[src/rtl/ethernet_access_arbiter_pkg.sv]
// Shared types for the Ethernet MAC register-port arbiter: FSM states,
// the latched access record and a phase-counter width helper.
package ethernet_access_arbiter_pkg;

  typedef logic [15:0] HalfWord_t;

  typedef enum logic [2:0] {
    ST_IDLE,
    ST_IDX_STB,
    ST_IDX_WAIT,
    ST_DAT_STB,
    ST_DAT_WAIT,
    ST_DONE
  } EthArbState_t;

  typedef struct packed {
    logic      we;
    logic [7:0] idx;
    HalfWord_t wdata;
  } EthRegReq_t;

  function automatic int unsigned max2(input int unsigned a, input int unsigned b);
    return (a > b) ? a : b;
  endfunction

endpackage

[src/rtl/eth_rr_arbiter2.sv]
// Two-port round-robin grant logic; purely combinational, the parent
// registers the winner together with the request fields.
module eth_rr_arbiter2 (
  input  logic [1:0] req,
  input  logic       last_grant,
  input  logic       enable,
  output logic       grant_valid,
  output logic       grant
);

  always_comb begin
    grant_valid = enable & (|req);
    // On a tie the port that was not served last wins; otherwise the sole requester.
    grant       = (req == 2'b11) ? ~last_grant : req[1];
  end

endmodule

[src/rtl/ethernet_access_arbiter.sv]
// Sequences atomic index-write / data-phase accesses to the external MAC
// chip for two requesters, with registered strobes and recovery gaps.
module ethernet_access_arbiter
  import ethernet_access_arbiter_pkg::*;
#(
  parameter int unsigned PULSE_CYCLES = 2,
  parameter int unsigned WAIT_CYCLES  = 6
) (
  input  logic        clk,
  input  logic        rst_n,
  input  logic [1:0]  req,
  input  logic [1:0]  we,
  input  logic [7:0]  reg_idx0,
  input  logic [7:0]  reg_idx1,
  input  logic [15:0] wdata0,
  input  logic [15:0] wdata1,
  output logic [1:0]  ack,
  output logic [15:0] rdata,
  output logic        busy,
  output logic        cs_n,
  output logic        ior_n,
  output logic        iow_n,
  output logic        cmd,
  output logic [15:0] sd_out,
  output logic        sd_oe,
  input  logic [15:0] sd_in
);

  localparam int unsigned CW = $clog2(max2(PULSE_CYCLES, WAIT_CYCLES)) + 1;
  localparam logic [CW-1:0] PULSE_LOAD = CW'(PULSE_CYCLES - 1);
  localparam logic [CW-1:0] WAIT_LOAD  = CW'(WAIT_CYCLES - 1);

  EthArbState_t state_q, state_d;
  logic [CW-1:0] cnt_q, cnt_d;
  logic          grant_q, grant_d;
  logic          last_grant_q, last_grant_d;
  EthRegReq_t    xfer_q, xfer_d;

  logic [1:0]  ack_q, ack_d;
  HalfWord_t   rdata_q, rdata_d;
  logic        busy_q, busy_d;
  logic        cs_n_q, cs_n_d;
  logic        ior_n_q, ior_n_d;
  logic        iow_n_q, iow_n_d;
  logic        cmd_q, cmd_d;
  HalfWord_t   sd_out_q, sd_out_d;
  logic        sd_oe_q, sd_oe_d;

  logic arb_valid;
  logic arb_grant;

  eth_rr_arbiter2 u_rr (
    .req         (req),
    .last_grant  (last_grant_q),
    .enable      (state_q == ST_IDLE),
    .grant_valid (arb_valid),
    .grant       (arb_grant)
  );

  always_comb begin
    state_d      = state_q;
    cnt_d        = cnt_q;
    grant_d      = grant_q;
    last_grant_d = last_grant_q;
    xfer_d       = xfer_q;
    rdata_d      = rdata_q;
    case (state_q)
      ST_IDLE: begin
        if (arb_valid) begin
          state_d = ST_IDX_STB;
          cnt_d   = PULSE_LOAD;
          grant_d = arb_grant;
          xfer_d  = arb_grant ? '{we: we[1], idx: reg_idx1, wdata: wdata1}
                              : '{we: we[0], idx: reg_idx0, wdata: wdata0};
        end
      end
      ST_IDX_STB: begin
        if (cnt_q == '0) begin
          state_d = ST_IDX_WAIT;
          cnt_d   = WAIT_LOAD;
        end else begin
          cnt_d = cnt_q - CW'(1);
        end
      end
      ST_IDX_WAIT: begin
        if (cnt_q == '0) begin
          state_d = ST_DAT_STB;
          cnt_d   = PULSE_LOAD;
        end else begin
          cnt_d = cnt_q - CW'(1);
        end
      end
      ST_DAT_STB: begin
        if (cnt_q == '0) begin
          if (!xfer_q.we) rdata_d = sd_in;
          state_d = ST_DAT_WAIT;
          cnt_d   = WAIT_LOAD;
        end else begin
          cnt_d = cnt_q - CW'(1);
        end
      end
      ST_DAT_WAIT: begin
        if (cnt_q == '0) begin
          state_d = ST_DONE;
          cnt_d   = '0;
        end else begin
          cnt_d = cnt_q - CW'(1);
        end
      end
      ST_DONE: begin
        state_d      = ST_IDLE;
        cnt_d        = '0;
        last_grant_d = grant_q;
      end
      default: begin
        state_d = ST_IDLE;
        cnt_d   = '0;
      end
    endcase
  end

  // Pins are decoded from the next state so every output comes straight from a flop.
  always_comb begin
    cs_n_d   = 1'b1;
    ior_n_d  = 1'b1;
    iow_n_d  = 1'b1;
    sd_oe_d  = 1'b0;
    cmd_d    = cmd_q;
    sd_out_d = sd_out_q;
    ack_d    = '0;
    busy_d   = (state_d != ST_IDLE);
    case (state_d)
      ST_IDLE: cmd_d = 1'b0;
      ST_IDX_STB: begin
        cs_n_d   = 1'b0;
        iow_n_d  = 1'b0;
        cmd_d    = 1'b0;
        sd_oe_d  = 1'b1;
        sd_out_d = {8'h00, xfer_d.idx};
      end
      ST_IDX_WAIT: sd_oe_d = (state_q == ST_IDX_STB);
      ST_DAT_STB: begin
        cs_n_d = 1'b0;
        cmd_d  = 1'b1;
        if (xfer_d.we) begin
          iow_n_d  = 1'b0;
          sd_oe_d  = 1'b1;
          sd_out_d = xfer_d.wdata;
        end else begin
          ior_n_d = 1'b0;
        end
      end
      ST_DAT_WAIT: sd_oe_d = (state_q == ST_DAT_STB) && xfer_d.we;
      ST_DONE: ack_d = grant_d ? 2'b10 : 2'b01;
      default: ;
    endcase
  end

  always_ff @(posedge clk or negedge rst_n) begin
    if (!rst_n) begin
      state_q      <= ST_IDLE;
      cnt_q        <= '0;
      grant_q      <= 1'b0;
      last_grant_q <= 1'b1;
      xfer_q       <= '0;
      ack_q        <= '0;
      rdata_q      <= '0;
      busy_q       <= 1'b0;
      cs_n_q       <= 1'b1;
      ior_n_q      <= 1'b1;
      iow_n_q      <= 1'b1;
      cmd_q        <= 1'b0;
      sd_out_q     <= '0;
      sd_oe_q      <= 1'b0;
    end else begin
      state_q      <= state_d;
      cnt_q        <= cnt_d;
      grant_q      <= grant_d;
      last_grant_q <= last_grant_d;
      xfer_q       <= xfer_d;
      ack_q        <= ack_d;
      rdata_q      <= rdata_d;
      busy_q       <= busy_d;
      cs_n_q       <= cs_n_d;
      ior_n_q      <= ior_n_d;
      iow_n_q      <= iow_n_d;
      cmd_q        <= cmd_d;
      sd_out_q     <= sd_out_d;
      sd_oe_q      <= sd_oe_d;
    end
  end

  assign ack    = ack_q;
  assign rdata  = rdata_q;
  assign busy   = busy_q;
  assign cs_n   = cs_n_q;
  assign ior_n  = ior_n_q;
  assign iow_n  = iow_n_q;
  assign cmd    = cmd_q;
  assign sd_out = sd_out_q;
  assign sd_oe  = sd_oe_q;

endmodule

[config.mk]
export PLATFORM = sky130hd
export DESIGN_NAME = ethernet_access_arbiter
export DESIGN_NICKNAME = d
export VERILOG_FILES = /design/src/rtl/ethernet_access_arbiter_pkg.sv /design/src/rtl/eth_rr_arbiter2.sv /design/src/rtl/ethernet_access_arbiter.sv
export SDC_FILE = /design/constraint.sdc
export NUM_CORES = 1
export LEC_CHECK = 0
export BUFFER_PORTS_ARGS = -buffer_cell sky130_fd_sc_hd__buf_4
export CORE_UTILIZATION = 45
export DETAILED_ROUTE_END_ITERATION = 6
export PLACE_DENSITY_LB_ADDON = 0.1
export SLEW_MARGIN = 20
export SYNTH_ARGS = -nofsm -noshare
export SYNTH_HDL_FRONTEND = slang
export SYNTH_SLANG_ARGS = --single-unit
[constraint.sdc]
create_clock -name clk -period 2.4 [get_ports clk]
set_clock_uncertainty 0.1 [all_clocks]
set_input_delay 0.12 -clock clk [delete_from_list [all_inputs] [get_ports clk]]
set_output_delay 0.12 -clock clk [all_outputs]
set_load 0.05 [all_outputs]
* After elaboration in Yosys (flattened, before gate mapping)
Cells that the tools add are included. Widths: inputs -> output; s select.
Storage, ports and cells: register bits 74, input port bits 70, output and inout bits 40, word-level logic and storage cells 74
Cells by class: $add $sub $neg 1, eq/ne operators 13, mux-type cells 28, bitwise operators 3, reduce and logical (&&, ||, !) cells 13
Operators with widths (count):
- $mux 25 | 3
- $pmux 16 s2 | 1
- $mux 16 | 1
- $mux 4 | 4
- $pmux 4 s4 | 1
- $mux 3 | 5
- $pmux 3 s5 | 1
- $eq 3x2->1 const B | 4
- $eq 3x3->1 const B | 4
- $reduce_or 2->1 | 4
- $mux 1 | 7
- $eq 3x1->1 const B | 2
- $logic_not 3->1 | 2
- $logic_not 4->1 | 1
- $mux 2 | 2
- $ne 2x2->1 const B | 2
- $pmux 1 s2 | 2
- $pmux 1 s4 | 1
- $reduce_bool 2->1 | 2
- $sub 4x1->4 const B | 1
- $reduce_and 3->1 | 1
- $reduce_bool 3->1 | 1
- $eq 2x2->1 const B | 1
- $not 1->1 | 2
- 3 further kinds | 3

* Logic depth before layout (Yosys ltp)
Gate-level depths: netlist (run 1).
depth in word-level cells 7, depth in mapped cells 8, mapped depth without buffers 7

* Modules after synthesis
A second synthesis (run 1) with hierarchy kept.
Unflattened totals: cells, all modules 310, area total of the unflattened synthesis 3676.0 µm²
Modules (own cells, without submodules):
- ethernet_access_arbiter | instances 1, cells an instance 308, area each 3657.3 µm², seq. area each 1856.8 µm²
- eth_rr_arbiter2 | instances 1, cells an instance 2, area each 18.8 µm², seq. area each 0.0 µm²

* Least setup slack after synthesis (run 1)
OpenSTA, ideal clock, no wires.
path type register to register, start point reg cnt_q[0], end point reg sd_out_q[10], in the netlist sd_out[10], library setup time 0.127 ns, data arrival time 1.800 ns, data required time 2.173 ns, setup slack 0.374 ns, cell stages (with the launch flop) 9, cells stage by stage dfrtp_1 inv_1 ha_1 or3b_1 clkbuf_1 a22oi_2 nor2b_1 o21ai_4 o2bb2ai_1
Between the ends: longest elaborated chain between the ends 6, elaborated cells on any way between the ends 12
RTL lines:
- start, declared | line ethernet_access_arbiter.sv:34 | logic [CW-1:0] cnt_q, cnt_d;
- start signal, assigned | line ethernet_access_arbiter.sv:177 | cnt_q <= cnt_d;
- $logic_not 4->1 *
- $mux 3 (on tied branches)
- $pmux 3 s5 * | line ethernet_access_arbiter.sv:67 | case (state_q)
- $eq 3x2->1 / $eq 3x1->1 (equally long branches) | line ethernet_access_arbiter.sv:132 | case (state_d)
- $ne 2x2->1 (no source line) / $reduce_bool 2->1 (equally long branches)
- $reduce_and 2->1 (no source line)
- end signal, assigned | line ethernet_access_arbiter.sv:188 | sd_out_q <= sd_out_d;
- end, declared | line ethernet_access_arbiter.sv:46 | HalfWord_t sd_out_q, sd_out_d;
Every way passes the cells marked *; elsewhere a longest branch is shown, timed or not. A chain may end at the register's enable or synchronous reset.

* Worst setup path in the final report (run 1)
Same ends and word-level chain as after synthesis.

==> impl_metrics.toml, run 1 <==
[logic_synthesis]
yosysWarnings = 0
synth-main-ff-cell = "dfrtp_1"
synthCells = 272
async_flop_share_pct = 100
ys_seq_area_share_pct = 54.0
synth_top_family_by_area = "multiplexers"
synth-compound-area-share_pct = 10.8
synth_fa_ha_area_share_pct = 0.728
synth_mux_area_share_pct = 21.6
synth_area_sq_um = 3440
synth_xor_area_share_pct = 0.255
yosys.area_share.simple_pct = 8.62
syn_nets = 344
synth-seq-cells = 74
ys_types = 48
synth_edf_count = 0
syn_area_per_cell_sq_um = 12.6

[power_and_ir_drop]
share_comb_of_total_power_pct = 53.4
p_sw_share_pct = 43.0
clkPwrFrac_pct = 15.6
seqPwrFrac_pct = 31.0
p_int_uw = 3950
power_uw = 6940
ir_drop_mv = 0.837
p_sw_uw = 2980
power_leakage_uw = 0.00220
p_per_area_nw_per_um2 = 1450

[status]
outcome = "finished, final reports clean"

[clocking]
cts_setup_buffers = 0
cts_buffers = 9
clk_latency_ns = 0.34
cts_buffer_depth = 2
cts_tree = "built"
h-tree-depth = 3
cts_root_buffer = "clkbuf_8"
cts.clk_slew.worst_paths_ns = 0.08
clock-sinks = 74

[setup_path]
r2r-end = "sd_out[10]"
r2r_cells = 7
cp-start-kind = "flop"
crit_arrival_ns = 2.37
path_class = "flop to flop"
path_max_fanout = 8
timing.rr.start = "cnt_q[0]"
ff2ff_setup_slack_ns = 0.14
cp-end-kind = "flop"
required_ns = 2.51

[layout]
layout-drive-gt1-share_pct = 49.3
stdcell_count = 511
fillers = 579
nets = 479
final_common_cell = "buf_4"
area_growth_pct = 38.9
register_area_sq_um = 1860
mostFrequentLayoutCells = "buf_4 (119), dfrtp_1 (70), mux2_2 (50)"
n_antenna_cell = 0
multi_input_area_sq_um = 1450

[sta]
tns_ns = 0
period_minus_slack_ns = 2.26
setup_viol = 0
max_freq_mhz = 443
finalHoldViolCount = 0
relSlewSlack_pct = 39.3
worst_slew_pin_slew_ns = 0.911
finalCritPeriodShare_pct = 94.1
report.final.slew_viol_count = 0
rsz0062_at_grt = "no"

[grt]
grt_pass1_wl_mm = 11.9
antenna_found_initial = 0
grt_max_degree = 75
grt_usage_pct = 20.2
grt_pass1_vias = 2556
grt_overflow_total = 0

[place]
dp_hpwl_mm = 5.06
io_buffers = 109
place_inst = 478
gp_congestion = 0.794

[route]
avgViaCountPerCell = 4.94
ant_nets = 0
drc = 0
drt_pass1_iterations = 4
wire_per_inst_um = 14.1
postRouteWirelength_mm = 7.22
num_vias = 2524
drtIter0Drc = 80

[die]
coreArea_sq_um = 7330
initial_core_util_pct = 46.9
die-area_sq_um = 7990
die_h_um = 89.4
chipWidth_um = 89.4
num_rows = 31
io_pins = 110

[worst_hold_path]
hold_class = "primary input to flop"
holdPathEnd = "xfer_q[15]"
hold_start = "wdata0[15]"
holdPathStages = 5

[job]
drv_cap = 0
stage by stage:
step	utilization [%]	cell area (sq um)	setup slack, ns	hold WS, ns
4_1_cts	65.2	4780	0.125	0.0365
5_1_grt	65.2	4780	0.0290	0.0482
3_3_place_gp	59.7	4380	0.231	0.217
2_1_floorplan	-	3440	0.374	-0.276
3_5_place_dp	59.7	4380	0.131	0.211
6_report	65.2	4780	0.142	0.0447
worst max path at each step:
stage                        start          to  cells after the start
after floorplan           cnt_q[0]  sd_out[10]                      8
after global routing      cnt_q[0]  sd_out[11]                      7
final                     cnt_q[0]  sd_out[10]                      7
after CTS                 cnt_q[0]  sd_out[11]                      7
after detailed placement  cnt_q[0]  sd_out[11]                      7
after global placement    cnt_q[0]  sd_out[12]                      7
critical path, cell delays in order (launching register included):
cell and delay [ns]:
dfrtp_1 0.42, inv_1 0.12, ha_1 0.22, or3b_1 0.49, a22oi_2 0.31, nor2b_1 0.13
o21ai_4 0.24, o2bb2ai_1 0.11
state kept, by name, indices dropped and copies added (netlist names):
name and count:
sd_oe 1, xfer_q 25, ack 2, cs_n 1, state_q 3, iow_n 1
ior_n 1, cmd 1, last_grant_q 1, rdata 16, busy 1, cnt_q 4
sd_out 16, grant_q 1
power groups by stage:
stage          combinational, uW  sequential [uW]  clock [uW]
5_1_grt                     4010             2220        1170
6_report                    3700             2150        1080
4_1_cts                     3730             2160        1110
3_5_place_dp                3710             2170           0
2_1_floorplan               1790             3080           0
3_3_place_gp                3630             2150           0
kinds of logic (layout without fill, tap and decap cells):
kind of cell / count (synthesis) / after routing
adders and majority gates: 2 / 2
muxes: 68 / 68
and+or+nand+nor: 52 / 52
buffers and inverters: 25 / 165
AOI/OAI and AO/OA: 50 / 50
xor gates and xnor gates: 1 / 1
DFF: 74 / 74
area by class of cell:
class / instances / share of cell area, %
clock buffers: 12 / 3.25
clock inverters: 4 / 1.57
flip-flops and latches: 74 / 38.9
inverters: 13 / 1.02
well taps: 99 / 2.59
repair buffers: 136 / 22.3
multi-input cells: 173 / 30.4
cells in the mapped netlist (3+ instances only):
cell | count | area [sq um]
nand3_1 | 3 | 15.0
dfstp_2 | 4 | 105
inv_1 | 12 | 45.0
nor2_1 | 14 | 52.6
o2bb2ai_1 | 8 | 70.1
buf_2 | 3 | 15.0
nand2_1 | 16 | 60.1
dfrtp_1 | 70 | 1750
nor2b_1 | 3 | 18.8
mux2_2 | 50 | 563
buf_4 | 3 | 22.5
buf_6 | 3 | 33.8
o21ai_0 | 13 | 65.1
mux2i_1 | 18 | 180
a21oi_1 | 12 | 60.1
routing by layer:
layer	part of all wire [%]	GRT usage, %	vias to the layer above
met5	0	0	-
met4	0.69	6.06	0
met3	6.1	7.66	5
met2	49	32.8	75
met1	44	25.1	1207
li1	-	-	1237
what timing repair did:
action | CTS | global route
resized for setup | 0 | 0
hold buffers | 17 | 0
endpoints found under the hold margin | 86 | 0
(Power assumes the default switching activity.)
==> inputs of run 2 (changes only) <==
--- a/config.mk
+++ b/config.mk
@@ -8,7 +8,7 @@
 export BUFFER_PORTS_ARGS = -buffer_cell sky130_fd_sc_hd__buf_4
 export CORE_UTILIZATION = 45
 export DETAILED_ROUTE_END_ITERATION = 6
-export PLACE_DENSITY_LB_ADDON = 0.1
+export PLACE_DENSITY = 0.73
 export SLEW_MARGIN = 20
 export SYNTH_ARGS = -nofsm -noshare
 export SYNTH_HDL_FRONTEND = slang
==> run 2 against run 1 <==
Against the previous run:
- critical path depth unchanged
- fmax up 1.5%
- largest cell class unchanged
- critical path type unchanged
- register-to-register slack better by 0.03 ns
- critical endpoint is now sd_out[12]
- setup slack better by 0.034 ns
- via count up 2.0%
==> impl_metrics.toml, run 2 (synthesized netlist as in run 1, its figures left out) <==
[setup_path]
cp.buffers_inverters = 1
r2r-end = "sd_out[12]"
slowest_stage = "or3b_1"
cp-startpoint = "cnt_q[0]"
cp_top_family = "compound AO/OA/AOI/OAI gates"
required_ns = 2.52
endpoint = "sd_out[12]"
crit_arrival_ns = 2.34
timing.rr.start = "cnt_q[0]"
cp_cell_sequence = "inv_1, ha_1, or3b_1, a22oi_2, nor2b_1, o21ai_4, o2bb2ai_1"
path_max_fanout = 8
ff2ff_setup_slack_ns = 0.18
r2r_cells = 7
path_class = "flop to flop"
slowest_delay_ns = 0.49
cp-start-kind = "flop"
cp-end-kind = "flop"
path_depth = 7

[clocking]
cts_tree = "built"
cts-resized-gates = 0
cts_setup_buffers = 0
holdBufCountCts = 17
cts_buffer_depth = 2
clk_latency_ns = 0.34
cts_buffers = 9
h-tree-depth = 3
cts_root_buffer = "clkbuf_8"
cts.clk_slew.worst_paths_ns = 0.08
clock-sinks = 74

[layout]
area_growth_pct = 38.4
final_common_cell = "buf_4"
n_antenna_cell = 0
mostFrequentLayoutCells = "buf_4 (118), dfrtp_1 (70), mux2_2 (50)"
largest_reg_flops = 25
regMostFlops = "xfer_q"
nets = 478
layout-drive-gt1-share_pct = 49.1
fillers = 583

[sta]
hold_ws_ns = 0.0547
relSlewSlack_pct = 39.1
setup_viol = 0
finalHoldViolCount = 0
setup_ws_ns = 0.176
worst_slew_pin_slew_ns = 0.914
finalCritPeriodShare_pct = 92.7
rsz0062_at_grt = "no"
period_minus_slack_ns = 2.22
tns_ns = 0
report.final.slew_viol_count = 0
max_freq_mhz = 450

[route]
drc = 0
drt_pass1_iterations = 4
num_vias = 2574
ant_nets = 0
postRouteWirelength_mm = 7.44
avgViaCountPerCell = 5.05
wire_per_inst_um = 14.6
drtIter0Drc = 97

[die]
initial_core_util_pct = 46.9
coreArea_sq_um = 7330
num_rows = 31
die-area_sq_um = 7990
chipWidth_um = 89.4
die_h_um = 89.4
io_pins = 110

[grt]
grt_pass1_wl_mm = 12.1
grt_max_degree = 75
antenna_found_initial = 0
grt_pass1_vias = 2592
grt_overflow_total = 0
grt_usage_pct = 20.2

[status]
outcome = "finished, final reports clean"

[job]
drv_cap = 0

[place]
io_buffers = 109
dp_worst_setup_slack_ns = 0.160
gp_congestion = 0.762
dp_hpwl_mm = 5.24

[worst_hold_path]
hold_class = "primary input to flop"

[power_and_ir_drop]
power_leakage_uw = 0.00219
ir_drop_mv = 0.765
p_per_area_nw_per_um2 = 1450
## run 2: changes by cell type in the layout (fill, tap and decap cells not counted), sizes merged
| cell | delta |
|---|---|
| buf | -1 |
| inv | +1 |
| clkinvlp | -1 |
| clkinv | +2 |
| clkbuf | -2 |
## run 2: stage by stage
stage | cell area (sq um) | utilization (%) | total power, uW | cells
global placement | 4370 | 59.6 | 5780 | 477
CTS | 4760 | 64.9 | 6980 | 510
floorplan | 3440 | - | 4870 | 272
global route | 4760 | 64.9 | 7330 | 510
finish | 4760 | 64.9 | 6920 | 510
detailed placement | 4370 | 59.6 | 5880 | 477
## run 2: worst min path at each step
| stage | startpoint | end | depth (start not counted) |
|---|---|---|---|
| 2_1_floorplan | rst_n | ack[0] | 0 |
| 3_3_place_gp | rst_n | rdata[11] | 1 |
| 3_5_place_dp | rst_n | rdata[11] | 1 |
| 4_1_cts | wdata1[7] | xfer_q[7] | 3 |
| 5_1_grt | wdata0[7] | xfer_q[7] | 3 |
| 6_report | wdata0[1] | xfer_q[1] | 3 |
## run 2: cell type report
cell class                      instances  area, sq um  area share (%)
Inverter                               13         48.8            1.03
Timing Repair Buffer                  135         1060            22.2
Sequential cell                        74         1860            39.0
Clock buffer                           10          128            2.68
Clock inverter                          6         90.1            1.89
Multi-Input combinational cell        173         1450            30.6
Tap cell                               99          124            2.60
## run 2: per-layer routing
metal | up-vias | part of all wire [%] | global-route usage [%]
met3 | 8 | 6.3 | 6.28
met1 | 1248 | 43 | 25.1
met5 | - | 0 | 0
li1 | 1236 | - | -
met2 | 82 | 50 | 33.8
met4 | 0 | 1.0 | 6.78
## run 2: tightest hold or removal path, delay by kind of cell
family | cells | cell delay, ns
mux | 2 | 0.27
buf+inv | 1 | 0.07
## run 2: power by group
group / internal [uW] / switching (uW)
sequential: 1850 / 289
combinational: 1450 / 2270
clock: 589 / 467
total: 3890 / 3030
==> inputs of run 3 (changes only) <==
--- a/config.mk
+++ b/config.mk
@@ -8,7 +8,7 @@
 export BUFFER_PORTS_ARGS = -buffer_cell sky130_fd_sc_hd__buf_4
 export CORE_UTILIZATION = 45
 export DETAILED_ROUTE_END_ITERATION = 6
-export PLACE_DENSITY = 0.73
+export PLACE_DENSITY = 0.69
 export SLEW_MARGIN = 20
 export SYNTH_ARGS = -nofsm -noshare
 export SYNTH_HDL_FRONTEND = slang
==> run 3 against run 2 <==
Against the previous run:
- total power shrank 2.3%
- fmax shrank 1.6%
- clock power shrank 17%
- sequential share of layout area grew 0.10 points
- via count shrank 1.1%
- design area shrank 0.26%
- hold slack lost 0.013 ns
- critical path depth is the same
- flip-flop and latch count is the same
- non-clock buffer count is the same
- utilization shrank 0.17 points
==> impl_metrics.toml, run 3 (synthesized netlist as in run 1, its figures left out) <==
[status]
outcome = "finished, final reports clean"

[grt]
grt_max_degree = 75
grt_usage_pct = 20.6
antenna_found_initial = 0
grt_overflow_total = 0
met3_usage_pct = 6.28
busiest_layer = "met2"
use_met2_pct = 33.0
grt_pass1_vias = 2596
grt_pass1_wl_mm = 12.1
grt_use_met1_pct = 26.1

[power_and_ir_drop]
power_leakage_uw = 0.00217
p_per_area_nw_per_um2 = 1420
ir_drop_mv = 0.869

[setup_path]
cp-start-kind = "flop"
required_ns = 2.52
path_max_fanout = 8
cp-end-kind = "flop"
path_class = "flop to flop"
crit_arrival_ns = 2.38

[sta]
rsz0062_at_grt = "no"
worst_slew_pin_slew_ns = 0.915
max_freq_mhz = 442
finalCritPeriodShare_pct = 94.2
setup_ws_ns = 0.139
finalHoldViolCount = 0
period_minus_slack_ns = 2.26
relSlewSlack_pct = 39.0
setup_viol = 0
tns_ns = 0
report.final.slew_viol_count = 0

[place]
io_buffers = 109
gp_congestion = 0.808
dp_hpwl_mm = 5.28
place_area_sq_um = 4390
dp_worst_setup_slack_ns = 0.163
place_inst = 477

[layout]
regMostFlops = "xfer_q"
area_growth_pct = 38.0
mostFrequentLayoutCells = "buf_4 (116), dfrtp_1 (70), mux2_2 (50)"
fillers = 573
multi_input_area_sq_um = 1450
stdcell_count = 510
register_area_sq_um = 1860
n_antenna_cell = 0
nets = 478
final_common_cell = "buf_4"
largest_reg_flops = 25
design_area_sq_um = 4740
layout-drive-gt1-share_pct = 49.1

[die]
io_pins = 110
num_rows = 31
die_h_um = 89.4
die-area_sq_um = 7990
initial_core_util_pct = 46.9
chipWidth_um = 89.4
coreArea_sq_um = 7330

[clocking]
h-tree-depth = 3
cts_tree = "built"
cts.clk_slew.worst_paths_ns = 0.07
cts_root_buffer = "clkbuf_8"
cts-resized-gates = 0
clock-sinks = 74
clk_latency_ns = 0.35
cts_buffer_depth = 2
cts_buffers = 9

[job]
drv_cap = 0

[route]
num_vias = 2546
wire_per_inst_um = 14.5
avgViaCountPerCell = 4.99
ant_nets = 0
drt_pass1_iterations = 4
drc = 0
drtIter0Drc = 85
postRouteWirelength_mm = 7.42

[worst_hold_path]
hold_class = "primary input to flop"
## run 3: cell count changes in the layout (fill, tap and decap cells not counted)
cell,previous run,this run
clkinv_2,1,0
buf_12,0,2
clkinv_4,1,0
clkbuf_8,9,10
bufinv_16,2,0
clkinvlp_4,1,4
buf_4,118,116
## run 3: layout make-up
type                    count  area share (%)
flip-flops and latches     74            39.1
multi-input cells         173            30.6
clock buffers              11            2.98
clock inverters             5           0.818
repair buffers            135            22.8
inverters                  13            1.03
well taps                  99            2.61
## run 3: critical path, cell delays in order (launching register included)
cell and delay, ns:
dfrtp_1 0.42, inv_1 0.12, ha_1 0.21, or3b_1 0.50, a22oi_2 0.30, nor2b_1 0.12
o21ai_4 0.24, o2bb2ai_1 0.12
## run 3: per-stage QoR
stage	total power, uW	utilization, %	hold slack (ns)
5_1_grt	7190	64.7	0.0458
2_1_floorplan	4870	-	-0.276
6_report	6760	64.7	0.0420
3_3_place_gp	5810	59.9	0.213
4_1_cts	6830	64.7	0.0302
3_5_place_dp	5910	59.9	0.210
## run 3: report_power, final
part | internal, uW | switching, uW | total (uW) | leakage, uW
Combinational | 1470 | 2260 | 3730 | 0.00122
Clock | 407 | 474 | 881 | 0.0000782
Sequential | 1850 | 289 | 2140 | 0.000874
## run 3: metal layers
layer,share of wire [%],up-vias
met5,0,-
met4,2.3,0
met3,6.0,13
met2,48,78
met1,44,1220
li1,-,1235
## run 3: timing repair
action | in CTS | in global routing
setup buffers | 0 | 0
hold endpoints to repair | 86 | 0
hold buffers | 17 | 0
## run 3: path summary, 6_finish.rpt
check,start,endpoint,slack (ns),cells past startpoint
hold / removal,wdata0[15],xfer_q[15],0.04,5
setup reg to reg,cnt_q[0],sd_out[11],0.14,7
max in group asynchronous,rst_n,cnt_q[2],1.27,2
hold reg to reg,sd_out[14],sd_out[14],0.40,1
min in group asynchronous,rst_n,xfer_q[19],0.32,2
setup / recovery,cnt_q[0],sd_out[11],0.14,7
